File: config.mk
export PLATFORM = sky130hd
export DESIGN_NAME = ofs_plat_axi_mem_wr_burst_splitter
export DESIGN_NICKNAME = d
export VERILOG_FILES = /design/src/rtl/ofs_plat_axi_mem_wr_burst_splitter.sv
export SDC_FILE = /design/constraint.sdc
export NUM_CORES = 1
export LEC_CHECK = 0
export CORE_AREA = 2 2 512 514
export DETAILED_ROUTE_END_ITERATION = 8
export DIE_AREA = 0 0 514 516
export PLACE_DENSITY = 0.3
export SLEW_MARGIN = 5
export SYNTH_ARGS = -nofsm -noshare
export SYNTH_HDL_FRONTEND = slang
export SYNTH_SLANG_ARGS = --single-unit
File: constraint.sdc
create_clock -name clk -period 4.6 [get_ports clk]
set_input_delay 1.15 -clock clk [delete_from_list [all_inputs] [get_ports clk]]
set_output_delay 1.15 -clock clk [all_outputs]
set_load 0.05 [all_outputs]
File: src/rtl/ofs_plat_axi_mem_wr_burst_splitter.sv
// ofs_plat_axi_mem_wr_burst_splitter
//
// Purpose:
//   Write-path stage that breaks each source INCR write burst into sub-bursts
//   of at most MAX_BURST beats, regenerates WLAST at every sub-burst boundary
//   and folds the sink's per-sub-burst B responses back into a single B per
//   source burst.
//
// Ports:
//   clk, reset            clock, synchronous active-high reset
//   s_aw*                 source write address (addr, len, id)
//   s_w*                  source write data (s_wlast ignored, recomputed here)
//   s_b*                  merged write response back to the source
//   m_aw*                 sub-burst write address to the sink
//   m_w*                  write data to the sink with regenerated m_wlast
//   m_b*                  per-sub-burst responses from the sink (m_bid ignored)
//
// Assumptions: the sink returns B in m_aw issue order, and source bursts never
// cross 4 KB, so sub-bursts never do either.

// Small synchronous FIFO used for the sub-burst length queue and the
// outstanding-burst tracker. Callers never push while full.
module ofs_plat_axi_mem_wr_burst_splitter_fifo #(
   parameter int WIDTH = 8,
   parameter int DEPTH = 4
) (
   input  logic             clk,
   input  logic             reset,
   input  logic             push,
   input  logic [WIDTH-1:0] din,
   input  logic             pop,
   output logic [WIDTH-1:0] dout,
   output logic             full,
   output logic             empty
);
   localparam int AW = (DEPTH > 1) ? $clog2(DEPTH) : 1;
   localparam int CW = $clog2(DEPTH + 1);
   localparam logic [AW-1:0] LAST_IDX = AW'(DEPTH - 1);

   logic [WIDTH-1:0] mem [DEPTH];
   logic [AW-1:0]    wr_ptr;
   logic [AW-1:0]    rd_ptr;
   logic [CW-1:0]    count;
   logic             do_push;
   logic             do_pop;

   assign full    = (count == CW'(DEPTH));
   assign empty   = (count == '0);
   assign dout    = mem[rd_ptr];
   assign do_push = push && !full;
   assign do_pop  = pop && !empty;

   always_ff @(posedge clk) begin
      if (do_push) mem[wr_ptr] <= din;
   end

   always_ff @(posedge clk) begin
      if (reset) begin
         wr_ptr <= '0;
         rd_ptr <= '0;
         count  <= '0;
      end else begin
         if (do_push) wr_ptr <= (wr_ptr == LAST_IDX) ? '0 : wr_ptr + 1'b1;
         if (do_pop)  rd_ptr <= (rd_ptr == LAST_IDX) ? '0 : rd_ptr + 1'b1;
         case ({do_push, do_pop})
            2'b10:   count <= count + 1'b1;
            2'b01:   count <= count - 1'b1;
            default: count <= count;
         endcase
      end
   end
endmodule

module ofs_plat_axi_mem_wr_burst_splitter #(
   parameter int ADDR_W      = 48,
   parameter int DATA_W      = 512,
   parameter int ID_W        = 4,
   parameter int MAX_BURST   = 4,
   parameter int TRACK_DEPTH = 8
) (
   input  logic                  clk,
   input  logic                  reset,

   input  logic                  s_awvalid,
   output logic                  s_awready,
   input  logic [ADDR_W-1:0]     s_awaddr,
   input  logic [7:0]            s_awlen,
   input  logic [ID_W-1:0]       s_awid,

   input  logic                  s_wvalid,
   output logic                  s_wready,
   input  logic [DATA_W-1:0]     s_wdata,
   input  logic [DATA_W/8-1:0]   s_wstrb,
   input  logic                  s_wlast,

   output logic                  s_bvalid,
   input  logic                  s_bready,
   output logic [ID_W-1:0]       s_bid,
   output logic [1:0]            s_bresp,

   output logic                  m_awvalid,
   input  logic                  m_awready,
   output logic [ADDR_W-1:0]     m_awaddr,
   output logic [7:0]            m_awlen,
   output logic [ID_W-1:0]       m_awid,

   output logic                  m_wvalid,
   input  logic                  m_wready,
   output logic [DATA_W-1:0]     m_wdata,
   output logic [DATA_W/8-1:0]   m_wstrb,
   output logic                  m_wlast,

   input  logic                  m_bvalid,
   output logic                  m_bready,
   input  logic [ID_W-1:0]       m_bid,
   input  logic [1:0]            m_bresp
);
   localparam int BYTES   = DATA_W / 8;
   localparam int MB_LOG  = $clog2(MAX_BURST);
   localparam int WLEN_DEPTH = 4;
   localparam logic [8:0] MB9 = 9'(MAX_BURST);
   localparam logic [ADDR_W-1:0] ADDR_STEP = ADDR_W'(MAX_BURST * BYTES);

   typedef enum logic {IDLE, ISSUE} state_t;

   // ---------------------------------------------------------------------
   // AW path
   // ---------------------------------------------------------------------
   state_t            state;
   logic [ADDR_W-1:0] cur_addr;
   logic [ID_W-1:0]   cur_id;
   logic [8:0]        rem;          // beats still to issue, up to 256
   logic [8:0]        sub_beats;    // beats in the sub-burst being offered
   logic [8:0]        nsub;         // sub-bursts the incoming burst will make

   logic              wlen_full;
   logic              wlen_empty;
   logic [7:0]        wlen_head;
   logic              trk_full;
   logic              trk_empty;
   logic [ID_W-1:0]   trk_id;
   logic [8:0]        trk_nsub;

   logic              aw_hs;
   logic              maw_hs;

   assign sub_beats = (rem > MB9) ? MB9 : rem;
   assign nsub      = ({1'b0, s_awlen} >> MB_LOG) + 9'd1;

   // Gating with reset keeps every handshake dead while reset is held, so
   // nothing leaks out on the reset edge itself.
   assign s_awready = !reset && (state == IDLE) && !trk_full && !wlen_full;
   assign m_awvalid = !reset && (state == ISSUE) && !wlen_full;
   assign m_awaddr  = cur_addr;
   assign m_awid    = cur_id;
   assign m_awlen   = 8'(sub_beats - 9'd1);

   assign aw_hs  = s_awvalid && s_awready;
   assign maw_hs = m_awvalid && m_awready;

   always_ff @(posedge clk) begin
      if (reset) begin
         state    <= IDLE;
         cur_addr <= '0;
         cur_id   <= '0;
         rem      <= '0;
      end else begin
         case (state)
            IDLE: begin
               if (aw_hs) begin
                  cur_addr <= s_awaddr;
                  cur_id   <= s_awid;
                  rem      <= {1'b0, s_awlen} + 9'd1;
                  state    <= ISSUE;
               end
            end
            ISSUE: begin
               if (maw_hs) begin
                  cur_addr <= cur_addr + ADDR_STEP;
                  rem      <= rem - sub_beats;
                  // Returning to IDLE here means the next s_aw is taken one
                  // cycle after the final m_aw, never in the same cycle.
                  if (rem == sub_beats) state <= IDLE;
               end
            end
            default: state <= IDLE;
         endcase
      end
   end

   // ---------------------------------------------------------------------
   // W path: pass-through with WLAST regenerated from the queued lengths
   // ---------------------------------------------------------------------
   logic [7:0] beat;
   logic       w_hs;
   logic       w_last_hs;

   assign m_wvalid  = !reset && s_wvalid && !wlen_empty;
   assign s_wready  = !reset && m_wready && !wlen_empty;
   assign m_wdata   = s_wdata;
   assign m_wstrb   = s_wstrb;
   assign m_wlast   = (beat == wlen_head);
   assign w_hs      = m_wvalid && m_wready;
   assign w_last_hs = w_hs && m_wlast;

   always_ff @(posedge clk) begin
      if (reset)          beat <= '0;
      else if (w_last_hs) beat <= '0;
      else if (w_hs)      beat <= beat + 8'd1;
   end

   ofs_plat_axi_mem_wr_burst_splitter_fifo #(
      .WIDTH (8),
      .DEPTH (WLEN_DEPTH)
   ) wlen_fifo (
      .clk   (clk),
      .reset (reset),
      .push  (maw_hs),
      .din   (m_awlen),
      .pop   (w_last_hs),
      .dout  (wlen_head),
      .full  (wlen_full),
      .empty (wlen_empty)
   );

   // ---------------------------------------------------------------------
   // B merge: one response per source burst, worst status wins
   // ---------------------------------------------------------------------
   logic [8:0] b_cnt;
   logic [1:0] b_worst;
   logic [1:0] resp_norm;
   logic [1:0] worst_nx;
   logic       mb_hs;
   logic       b_done;

   assign m_bready  = !reset && !s_bvalid;
   assign mb_hs     = m_bvalid && m_bready;
   // EXOKAY only means something for exclusive accesses; fold it into OKAY
   // so that SLVERR/DECERR compare as worse by plain magnitude.
   assign resp_norm = (m_bresp == 2'b01) ? 2'b00 : m_bresp;
   assign worst_nx  = (resp_norm > b_worst) ? resp_norm : b_worst;
   assign b_done    = mb_hs && !trk_empty && ((b_cnt + 9'd1) == trk_nsub);

   always_ff @(posedge clk) begin
      if (reset) begin
         s_bvalid <= 1'b0;
         s_bid    <= '0;
         s_bresp  <= 2'b00;
         b_cnt    <= '0;
         b_worst  <= 2'b00;
      end else begin
         if (s_bvalid && s_bready) s_bvalid <= 1'b0;
         if (b_done) begin
            s_bvalid <= 1'b1;
            s_bid    <= trk_id;
            s_bresp  <= worst_nx;
            b_cnt    <= '0;
            b_worst  <= 2'b00;
         end else if (mb_hs) begin
            b_cnt    <= b_cnt + 9'd1;
            b_worst  <= worst_nx;
         end
      end
   end

   ofs_plat_axi_mem_wr_burst_splitter_fifo #(
      .WIDTH (ID_W + 9),
      .DEPTH (TRACK_DEPTH)
   ) trk_fifo (
      .clk   (clk),
      .reset (reset),
      .push  (aw_hs),
      .din   ({s_awid, nsub}),
      .pop   (b_done),
      .dout  ({trk_id, trk_nsub}),
      .full  (trk_full),
      .empty (trk_empty)
   );

   // A sink response with nothing outstanding means the sink broke ordering.
   assert property (@(posedge clk) disable iff (reset) !(m_bvalid && trk_empty))
      else $error("m_bvalid asserted with no outstanding source burst");

   logic unused_inputs;
   assign unused_inputs = ^{s_wlast, m_bid};

endmodule
=== Yosys cells after proc, flatten, opt, wreduce, memory -nomap -nowiden ===
Memory sizes are Yosys's and may differ from the RTL's. A register that Yosys moved wholly into a read port is not among the register bits.
Cells that the tools add are included.

* Flip-flop bits (word level): 105
* RAM bits: 120
* Input port bits: 651
* Output and inout port bits: 649
* Logic and storage cells: 118
* Memories: 2

{| class="wikitable"
|+ Memories
! memory !! depth !! bits a word !! read ports !! clocked after memory_dff !! wr ports !! RTL line !! RTL
|-
| trk_fifo.mem || 8 || 11 || 1 || 1 || 1 || 40 || <nowiki>logic [WIDTH-1:0] mem [DEPTH];</nowiki>
|-
| wlen_fifo.mem || 4 || 8 || 1 || 1 || 1 || 40 ||
|}

* $add $sub $neg: 15
* Magnitude comparators: 2
* Equality and inequality tests: 16
* Multiplexer cells: 29
* Bitwise gates (word level): 1
* Reduce and logical (&&, ||, !) cells: 37

{| class="wikitable"
|+ Operators by type and width
! kind !! number
|-
| $mux 48 || 2
|-
| $pmux 48 s2 || 1
|-
| $add 48x9->48 const B || 1
|-
| $mux 9 || 3
|-
| $logic_and 1x1->1 || 22
|-
| $eq 9x9->1 || 2
|-
| $pmux 9 s2 || 1
|-
| $mux 2 || 6
|-
| $mux 3 || 4
|-
| $add 3x1->3 const B || 3
|-
| $add 8x1->9 const B || 1
|-
| $add 9x1->9 const B || 1
|-
| $eq 3x3->1 const B || 3
|-
| $gt 9x3->1 const B || 1
|-
| $mux 1 || 9
|-
| $sub 9x9->9 || 1
|-
| $add 8x1->8 const B || 1
|-
| $eq 2x2->1 const B || 4
|-
| $eq 8x8->1 || 1
|-
| $pmux 4 s2 || 1
|-
| $sub 8x1->8 const B || 1
|-
| $add 6x1->7 const B || 1
|-
| $eq 2x1->1 const B || 3
|-
| $logic_not 1->1 || 6
|-
| 15 further kinds || 21
|}

=== Logic depth before layout (Yosys ltp) ===
* Depth after elaboration: 8
* Depth in mapped cells: 16
* Gate-level depth less buffers: 14

=== Modules after synthesis ===
Synthesis repeated with hierarchy kept, for this count alone.

* Cell total of the unflattened synthesis: 1627
* Area total of the unflattened synthesis: 16037.9 um2

{| class="wikitable"
|+ By module, submodules not included
! module !! instances !! cells each !! area an instance (um2) !! seq. area each (um2)
|-
| ofs_plat_axi_mem_wr_burst_splitter || 1 || 1302 || 9780.6 || 1761.7
|-
| ofs_plat_axi_mem_wr_burst_splitter_fifo (trk_fifo) || 1 || 229 || 4609.4 || 3383.2
|-
| ofs_plat_axi_mem_wr_burst_splitter_fifo (wlen_fifo) || 1 || 96 || 1647.8 || 1141.1
|}

=== Worst setup path before layout ===
OpenSTA, ideal clock, no wires.

* Kind: reg2out
* Start point: register rem[6]
* End point: output port m_awlen[2]
* Arrival: 2.849 ns
* Data required time: 3.450 ns
* Slack: 0.601 ns
* Cell stages (with the launch flop): 6
* Buffers on the path: 0
* Cell sequence: dfxtp_1 nor3_1 and2_0 nand3_1 ha_1 xnor2_1

* Cells in the longest elaborated chain, start to end: 3

{| class="wikitable"
|+ RTL lines
! what !! RTL line !! RTL
|-
| start: declaration || 132 || <nowiki>logic [8:0] rem;</nowiki>
|-
| start signal: assignment || 173 || <nowiki>rem <= {1'b0, s_awlen} + 9'd1;</nowiki>
|-
| start signal: assignment || 180 || <nowiki>rem <= rem - sub_beats;</nowiki>
|-
| $gt 9x3->1 || 147 || <nowiki>assign sub_beats = (rem > MB9) ? MB9 : rem;</nowiki>
|-
| $mux 9 || 147 ||
|-
| $sub 8x1->8 || 156 || <nowiki>assign m_awlen = 8'(sub_beats - 9'd1);</nowiki>
|-
| end: declaration || 104 || <nowiki>output logic [7:0] m_awlen,</nowiki>
|}

Every way passes these cells.

=== Worst setup path in the final report ===
Ends and elaborated chain as after synthesis.

==> run metrics <==
status=completed; Yosys reg bits=230; dominant cell type by area after synthesis=buf_4; initial antenna violation count=11; TNS Setup=0 ns; Rows=187; top cell type's share of synthesized area=0.284; post-route worst setup slack=0.427 ns; synthesis-to-finish area growth=16.5%; H-tree levels=1; number of synthesized flops with an enable pin=120; most common flop cell mapped by yosys=edfxtp_1; syn nets=approximately 2300; Setup-failing EPs final=0; CTS Root Buffer Type=clkbuf_16; DRC violations left=0; Cell Pwr Density=approximately 320 nW/µm²; CTS tree=done; CTS Buf Count=30; Total Wirelength=between 100000 and 150000 µm; Tot GR Track Use=0.0972; Rel. slew slack=0.326; synthesis warning total=0; antenna-violating nets left=0; Commonest cells post-synth=580 x buf_4, 120 x edfxtp_1, 110 x dfxtp_1; P_leak=between 4 and 5 nW; Sink Count=230; Placeable Area=around 260000 µm²; post-place setup slack=0.357 ns; Starting Density=0.0592; Die ar.=between 200000 and 300000 µm²; nets=roughly 1800; post-DP HPWL=123000 µm; Clock Latency Late Sink=0.61 ns; Core Util, Final=0.0689; Fin. Hold Viols=0; Area contributors post-synth=buf_4 28%, edfxtp_1 23%, dfxtp_1 14%; first-pass GRT wire length=around 160000 µm; Distinct cells, synth=79; largest net degree at the start of global routing=between 90 and 100; Max clock buf depth=3; drt first pass iters=6; syn avg cell area=approximately 9.7 µm²; IO buf count=142; clock slew at reported path FFs=approximately 0.060 ns; Max Cap Viol=0; Async S/R FF share, synth=0; Least-Margin Pin Slew=approximately 1 ns; Worst Setup End Kind=output port; Mapped Cells=about 1600; gr ovfl total=0; WP data arrival=3.02 ns; top-count cell post-synth=buf_4; DR vias/cell=about 2.1; Pins Over Slew Limit=0; Worst EP required=between 3 and 4 ns; Die W=about 500 µm; fmax=0.240 GHz; Max Fanout on Critical Path=6; number of global-route vias before repair=9675; Post-CTS Setup Bufs=0; Post-DP Area=roughly 17000 µm²; R2R setup slack=around 0.81 ns; detailed router's first-iteration violation count=550; Hold Crit Class=register to register; mapped cell area=about 15000 µm²; Die Ht=~520 µm; share of layout cells above drive strength 1=0.134; Post-CTS Resized=0; routed len/inst=29.8 µm; post-route minimum period=between 4 and 5 ns; num ports=1300; Final Instance Area=around 18000 µm²; element type at the critical path start=register; routability congestion estimate=between 0.8 and 0.9; final cycle utilization of the critical path=0.907; Setup Skew=approximately 0.022 ns; Max VDD drop=roughly 0.26 mV; Crit Path Category=register to output port; RSZ-0062 raised after global routing=no; Vias=~9700; sequential element share of the synthesized area=0.379; hold-fix buffers at CTS=0
final cells by class:
class | count | area, µm²
diodes | 6 | 15.0
clock buffers | 41 | 853
clock inverters | 15 | 216
fillers | 30300 | 241000
inverters | 23 | 86.3
multi-input cells | 697 | 4900
flip-flops and latches | 230 | 5810
well taps | 3402 | 4260
repair buffers | 180 | 1720
layout by cell type (no fill, tap or decap), types with 22 or more instances in the layout:
cell | netlist | final
a21oi_1 | 66 | 66
buf_4 | 580 | 47
clkbuf_16 | 0 | 31
clkdlybuf4s50_1 | 0 | 129
dfxtp_1 | 110 | 109
edfxtp_1 | 120 | 120
ha_1 | 23 | 23
mux2i_1 | 35 | 35
mux4_2 | 22 | 22
nand2_1 | 98 | 98
nand3_1 | 30 | 30
nor2_1 | 62 | 62
nor3_1 | 34 | 33
o21ai_0 | 35 | 35
xnor2_1 | 24 | 24
logic make-up (layout without fill, tap and decap cells):
| kind of cell | count (synthesis) | after routing | share of synthesized area |
|---|---|---|---|
| flip-flops | 230 | 230 | 0.379 |
| XOR/XNOR | 45 | 45 | 0.0267 |
| AO/OA/AOI/OAI | 223 | 223 | 0.0959 |
| buffers and inverters | 659 | 259 | 0.305 |
| adder cells (fa/ha/maj) | 24 | 24 | 0.0201 |
| other | 1 | 7 | 0.000245 |
| AND/OR/NAND/NOR | 342 | 342 | 0.114 |
| multiplexers | 62 | 62 | 0.0588 |
critical path, stage by stage (launching register included):
cell     delay [ns]
dfxtp_1        0.34
nor3_1         0.44
and2_0         0.38
nand3_1        0.25
ha_1           0.30
xnor2_1        0.47
buf_12         0.22
final timing paths:
path	from	endpoint	depth (start not counted)
worst max-delay path	rem[6]	m_awlen[2]	6
worst min register to register	m_awaddr[1]	m_awaddr[1]	2
worst min-delay path	m_awaddr[1]	m_awaddr[1]	2
worst max register to register	register	trk_fifo.count[2]	14
flip-flops by register name, indices dropped and copies added, names as in the netlist, 4 cells and up, named ones only:
register,flops
beat,8
trk_fifo.mem,88
m_awid,4
b_cnt,9
rem,9
trk_fifo.count,4
wlen_fifo.mem,32
s_bid,4
m_awaddr,48
through the flow:
stage	instances	hold slack (ns)	total power, mW
after floorplan	1586	0.462	4.17
after global placement	4532	0.443	3.27
after detailed placement	4532	0.453	3.27
after CTS	4588	0.464	5.93
after global routing	4590	0.480	6.02
final	4594	0.461	5.77
metal layers:
metal	routed length, µm	share of wire	GRT usage	vias to the layer above
li1	-	-	-	4113
met2	66800	0.49	0.168	960
met4	3930	0.029	0.0277	8
met1	24500	0.18	0.0490	4415
met3	41000	0.30	0.136	211
met5	647	0.0047	0.0168	-
power breakdown:
group / internal (mW) / leakage [nW] / switching (mW) / total [mW]
clock: 1.57 / 0.516 / 1.00 / 2.58
combinational: 0.284 / 2.22 / 0.577 / 0.861
sequential: 2.24 / 1.98 / 0.0878 / 2.33
total: 4.10 / 4.71 / 1.67 / 5.77
Note: power is estimated with default switching activity, not from simulation.
